[src/rtl/exc_ctrl.sv]
// rtl/exc_ctrl.sv - exception/interrupt commit controller
// Decides traps/ERET at commit, sequences CP0 EPC/STATUS writes, then flushes, stalls and redirects.
module exc_ctrl #(
  parameter logic [31:0] VEC_NORMAL = 32'h8000_0180,
  parameter logic [31:0] VEC_BOOT   = 32'hBFC0_0380,
  parameter int          PC_W       = 32
) (
  input  logic            clk,
  input  logic            rst,
  input  logic            exc_req_i,
  input  logic [4:0]      exc_code_i,
  input  logic            eret_i,
  input  logic [PC_W-1:0] pc_i,
  input  logic            in_delay_slot_i,
  input  logic [31:0]     status_i,
  input  logic [31:0]     cause_i,
  input  logic [31:0]     epc_i,
  input  logic            timer_int_i,
  input  logic            wb_cp0_we_i,
  input  logic [4:0]      wb_cp0_waddr_i,
  input  logic [31:0]     wb_cp0_data_i,
  output logic            cp0_we_o,
  output logic [4:0]      cp0_waddr_o,
  output logic [31:0]     cp0_wdata_o,
  output logic            flush_o,
  output logic            stall_o,
  output logic            redirect_o,
  output logic [PC_W-1:0] new_pc_o,
  output logic [4:0]      exc_code_o,
  output logic            exc_bd_o
);
  typedef enum logic [2:0] {IDLE, W_EPC, W_STAT, E_STAT, REDIR} state_t;

  localparam logic [4:0] A_STATUS = 5'd12;
  localparam logic [4:0] A_CAUSE  = 5'd13;
  localparam logic [4:0] A_EPC    = 5'd14;

  state_t            state, state_n;
  logic [31:0]       status_lat, status_lat_n;
  logic [PC_W-1:0]   target, target_n;
  logic              we_n, flush_n, stall_n, redir_n, bd_n;
  logic [4:0]        waddr_n, code_n;
  logic [31:0]       wdata_n;
  logic [PC_W-1:0]   new_pc_n;

  logic [31:0] status_eff, cause_eff, epc_eff, epc_t;
  logic [7:0]  ip;
  logic        int_pend;
  logic        unused_cause;

  // Bypass the in-flight WB write so decisions see the CP0 state it is about to create.
  always_comb begin
    status_eff = (wb_cp0_we_i && wb_cp0_waddr_i == A_STATUS) ? wb_cp0_data_i : status_i;
    epc_eff    = (wb_cp0_we_i && wb_cp0_waddr_i == A_EPC)    ? wb_cp0_data_i : epc_i;
    cause_eff  = cause_i;
    if (wb_cp0_we_i && wb_cp0_waddr_i == A_CAUSE) begin
      cause_eff[9:8]   = wb_cp0_data_i[9:8];
      cause_eff[23:22] = wb_cp0_data_i[23:22];
    end
    ip       = cause_eff[15:8];
    ip[7]    = ip[7] | timer_int_i;
    int_pend = status_eff[0] & ~status_eff[1] & (|(ip & status_eff[15:8]));
    epc_t    = 32'(in_delay_slot_i ? (pc_i - PC_W'(4)) : pc_i);
  end

  assign unused_cause = ^{cause_eff[31:16], cause_eff[7:0]};

  always_comb begin
    state_n      = state;
    status_lat_n = status_lat;
    target_n     = target;
    we_n         = 1'b0;
    waddr_n      = 5'd0;
    wdata_n      = 32'd0;
    flush_n      = 1'b0;
    stall_n      = 1'b0;
    redir_n      = 1'b0;
    new_pc_n     = new_pc_o;
    code_n       = exc_code_o;
    bd_n         = exc_bd_o;
    case (state)
      IDLE: begin
        if (int_pend || exc_req_i) begin
          state_n      = W_EPC;
          status_lat_n = status_eff;
          target_n     = status_eff[22] ? PC_W'(VEC_BOOT) : PC_W'(VEC_NORMAL);
          code_n       = int_pend ? 5'd0 : exc_code_i;
          bd_n         = in_delay_slot_i;
          we_n         = 1'b1;
          waddr_n      = A_EPC;
          wdata_n      = epc_t;
          flush_n      = 1'b1;
          stall_n      = 1'b1;
        end else if (eret_i) begin
          state_n      = E_STAT;
          status_lat_n = status_eff;
          target_n     = PC_W'(epc_eff);
          we_n         = 1'b1;
          waddr_n      = A_STATUS;
          wdata_n      = status_eff & ~32'h2;
          flush_n      = 1'b1;
          stall_n      = 1'b1;
        end
      end
      W_EPC: begin
        state_n = W_STAT;
        we_n    = 1'b1;
        waddr_n = A_STATUS;
        wdata_n = status_lat | 32'h2;
        stall_n = 1'b1;
      end
      W_STAT, E_STAT: begin
        state_n  = REDIR;
        redir_n  = 1'b1;
        new_pc_n = target;
      end
      default: state_n = IDLE;
    endcase
  end

  // Outputs are registered from the next-state decode, so they line up with the state they describe.
  always_ff @(posedge clk or posedge rst) begin
    if (rst) begin
      state       <= IDLE;
      status_lat  <= '0;
      target      <= '0;
      cp0_we_o    <= 1'b0;
      cp0_waddr_o <= '0;
      cp0_wdata_o <= '0;
      flush_o     <= 1'b0;
      stall_o     <= 1'b0;
      redirect_o  <= 1'b0;
      new_pc_o    <= '0;
      exc_code_o  <= '0;
      exc_bd_o    <= 1'b0;
    end else begin
      state       <= state_n;
      status_lat  <= status_lat_n;
      target      <= target_n;
      cp0_we_o    <= we_n;
      cp0_waddr_o <= waddr_n;
      cp0_wdata_o <= wdata_n;
      flush_o     <= flush_n;
      stall_o     <= stall_n;
      redirect_o  <= redir_n;
      new_pc_o    <= new_pc_n;
      exc_code_o  <= code_n;
      exc_bd_o    <= bd_n;
    end
  end
endmodule
[config.mk]
export PLATFORM = sky130hd
export DESIGN_NAME = exc_ctrl
export DESIGN_NICKNAME = d
export VERILOG_FILES = /design/src/rtl/exc_ctrl.sv
export SDC_FILE = /design/constraint.sdc
export NUM_CORES = 1
export LEC_CHECK = 0
export BUFFER_PORTS_ARGS = -buffer_cell sky130_fd_sc_hd__clkbuf_2
export CAP_MARGIN = 0
export CORE_ASPECT_RATIO = 1.5
export CORE_UTILIZATION = 25
export CTS_CLUSTER_DIAMETER = 50
export CTS_CLUSTER_SIZE = 14
export DETAILED_ROUTE_END_ITERATION = 8
export GPL_TIMING_DRIVEN = 0
export PLACE_DENSITY = 0.56
export SLEW_MARGIN = 20
export SYNTH_ARGS = -nofsm -noshare
export SYNTH_HDL_FRONTEND = slang
export SYNTH_SLANG_ARGS = --single-unit
[constraint.sdc]
create_clock -name clk -period 8.05 [get_ports clk]
set_input_delay 1.61 -clock clk [delete_from_list [all_inputs] [get_ports clk]]
set_output_delay 1.61 -clock clk [all_outputs]
set_load 0.01 [all_outputs]
==> results.json <==
{
  "nNetsFinal": 1035,
  "crit_path_top_delay_cell": "a31oi_1",
  "hold_start": "target[0]$_DFFE_PP0P_",
  "port_buffers": 229,
  "synthDistinctLibCells": 59,
  "io_pins": 256,
  "leakage_uw": 0.004281,
  "path_buf_inv": 3,
  "syn_to_final_growth_pct": 32.17,
  "rsz0062_at_grt": "no",
  "die_x_um": 137.8,
  "ys_warn_count": 0,
  "async_flop_share_pct": 100.0,
  "cp.arrival_ns": 4.72,
  "cts_setup_buffers": 0,
  "synth_edf_count": 0,
  "drv_slew": 0,
  "worst_path_largest_cell_delay_ns": 0.75,
  "drive_above_1_share_pct": 41.84,
  "fin_tns_setup_ns": 0,
  "timing.fmax_mhz": 226.3,
  "ys.flop_type": "dfrtp_1",
  "cts_sinks": 141,
  "cts_buffer_depth": 2,
  "max_cap_violations": 0,
  "first_global_vias": 5783,
  "hold_path_depth": 1,
  "rows": 74,
  "syn-cell-area_sq_um": 6915,
  "finalSetupViolations": 0,
  "wl_per_cell_um": 20.79,
  "fin_skew_ns": 0.005339,
  "worstMarginPinSlew_ns": 0.9591,
  "drt_wl_total_mm": 25.27,
  "vias": 5771,
  "ir_worst_vdd_v": 0.0001605,
  "fin_crit_sh_pct": 54.90,
  "synth_seq_cells": 141,
  "dp_slack_ns": 3.126,
  "fin_crit_ns": 4.419,
  "cts_tree": "yes",
  "min_to": "target[0]$_DFFE_PP0P_",
  "synth_cells": 607,
  "vias_per_cell": 4.750,
  "grt_pass1_wl_mm": 36.13,
  "root_buffer": "clkbuf_16",
  "clk_pin_slew_ns": 0.06,
  "drt_iter0_drc": 273,
  "cp_common_cell": "buf_2",
  "start_util_pct": 25.40,
  "crit_chain": "clkbuf_2, nand3b_1, nor3_1, buf_2, mux2i_1, a2111oi_2, a31oi_1, nor2_1, buf_2, a221o_1",
  "finalHoldViolCount": 0,
  "r2r-start": "state[1]$_DFFE_PP0P_",
  "grtUsageTotal_pct": 18.14,
  "design.core.area_sq_um": 27220,
  "hold_path.class": "flop to flop",
  "cp-end-kind": "flop",
  "antenna_found_initial": 2,
  "grt_max_degree": 100,
  "drcViolationCount": 0,
  "cp_top_family": "compound AO/OA/AOI/OAI gates",
  "gp_congestion": 0.8542,
  "grt-ovfl-total": 0,
  "cts_buffers": 17,
  "critical_path.reg2reg.endpoint": "cp0_wdata_o[2]$_DFF_PP0_",
  "path_class": "input pin to flop",
  "powerDensity_nw_per_um2": 333.3,
  "dieArea_sq_um": 28340,
  "start_kind": "input pin",
  "die-height_um": 205.7,
  "rr_worst_depth": 5,
  "r2r_slack_ns": 5.73,
  "setup_ws_ns": 3.631,
  "cts-htree-levels": 4,
  "clk_latency_ns": 0.42,
  "crit_fanout": 10,
  "hpwlAfterDp_mm": 19.71,
  "crit_required_ns": 8.35,
  "first_pass_iters": 5,
  "post_cts_resized": 0,
  "timing.slew.headroom_pct": 35.76,
  "avgSynthCellArea_sq_um": 11.39,
  "hold_buffers": 0,
  "ant_nets": 0,
  "status": "completed",
  "yosysSeqAreaShare_pct": 51.02
}
## stage by stage
| stage | utilization [%] | hold slack, ns | power (uW) | cell area (sq um) | instances |
|---|---|---|---|---|---|
| 2_1_floorplan | - | 0.4507 | 1805 | 6919 | 608 |
| 3_3_place_gp | 31.20 | 0.4661 | 2234 | 8493 | 1179 |
| 3_5_place_dp | 31.35 | 0.4698 | 2260 | 8533 | 1180 |
| 4_1_cts | 33.55 | 0.4878 | 3085 | 9133 | 1212 |
| 5_1_grt | 33.56 | 0.4929 | 3218 | 9135 | 1213 |
| 6_report | 33.58 | 0.4823 | 3046 | 9140 | 1215 |
## logic make-up (layout without fill, tap and decap cells)
kind of cell / count (synthesis) / count (layout) / share of synthesized area [%]
XOR/XNOR: 28 / 28 / 3.546
flip-flops: 141 / 141 / 51.02
multiplexers: 111 / 111 / 17.32
AO/OA/AOI/OAI: 90 / 90 / 11.44
buffers and inverters: 58 / 320 / 3.818
other: 1 / 5 / 0.05423
AND/OR/NAND/NOR: 177 / 177 / 12.63
adder cells (fa/ha/maj): 1 / 1 / 0.1809
## metal layers
| layer | share of wire [%] | vias to the layer above | global-route usage, % |
|---|---|---|---|
| met2 | 53 | 160 | 32.02 |
| met1 | 39 | 2863 | 19.86 |
| met3 | 4.3 | 44 | 3.917 |
| met4 | 4.1 | 2 | 10.05 |
| met5 | 0.059 | - | 0 |
| li1 | - | 2702 | - |
## state kept, by name, summed over array words and instances (netlist names), 2 cells and up
register / cells
cp0_waddr_o: 2
cp0_wdata_o: 32
state: 3
exc_code_o: 5
new_pc_o: 32
target: 32
status_lat: 31
## cell type report
type | instances | area, sq um
multi-input cells | 409 | 3132
inverters | 14 | 60.06
fillers | 2856 | 18080
clock buffers | 26 | 519.2
diodes | 3 | 7.507
plain buffers | 44 | 211.5
well taps | 342 | 427.9
clock inverters | 6 | 80.08
repair buffers | 230 | 1174
flip-flops and latches | 141 | 3528
## worst max-delay path by stage
| stage | startpoint | cells past startpoint | slack [ns] | end |
|---|---|---|---|---|
| after floorplan | rst | 1 | 2.66 | cp0_waddr_o[1]$_DFF_PP0_ |
| after global placement | rst | 2 | 0.76 | cp0_wdata_o[9]$_DFF_PP0_ |
| after detailed placement | wb_cp0_waddr_i[4] | 10 | 3.13 | cp0_wdata_o[24]$_DFF_PP0_ |
| after CTS | wb_cp0_waddr_i[4] | 10 | 3.60 | cp0_wdata_o[24]$_DFF_PP0_ |
| after global routing | wb_cp0_waddr_i[4] | 10 | 3.44 | cp0_wdata_o[24]$_DFF_PP0_ |
| final | wb_cp0_waddr_i[4] | 10 | 3.63 | cp0_wdata_o[2]$_DFF_PP0_ |
## report_power, final
group          switching, uW  internal, uW
Sequential               145          1010
Clock                    305           504
Combinational            589           496
## Yosys cell counts (all sizes together) (2+ instances only)
master	count	area share, %
or4	2	0.27
inv	14	0.76
nor2b	3	0.27
and3	3	0.27
mux2	69	11
or4b	2	0.29
dfrtp	141	51
o2bb2ai	20	2.5
mux2i	42	6.1
o221ai	2	0.25
nand2	83	4.5
a2bb2oi	3	0.38
nor3	33	2.5
or3	8	0.72
a21oi	2	0.14
xor2	10	1.3
buf	16	1.5
xnor2	18	2.3
o21ai	13	1.0
clkbuf	28	1.5
a22o	2	0.25
nor3b	2	0.22
or2	8	0.72
nor2	10	0.54
a221o	31	4.5
a2111oi	3	0.74
nand2b	5	0.45
nand3	9	0.65
nor4	5	0.67
o311ai	5	0.63
## worst register-to-register path, stage by stage (launching register included)
cell and delay [ns]:
dfrtp_1 0.42, nor3_1 0.36, nand2_1 0.29, nor2_1 0.49
buf_2 0.42, a221o_1 0.27
## cells in the final DEF, fill, tap and decap left out, types with 10 or more instances in the layout
cell type and n:
clkbuf_2 230, dfrtp_1 141, nand2_1 82, mux2_2 69, mux2i_1 42, nor3_1 32
clkbuf_1 30, a221o_1 30, o2bb2ai_1 20, xnor2_1 18, clkbuf_16 17, o21ai_0 12
inv_1 12, nor2_1 10, xor2_1 10
Note: power is estimated with default switching activity, not from simulation.
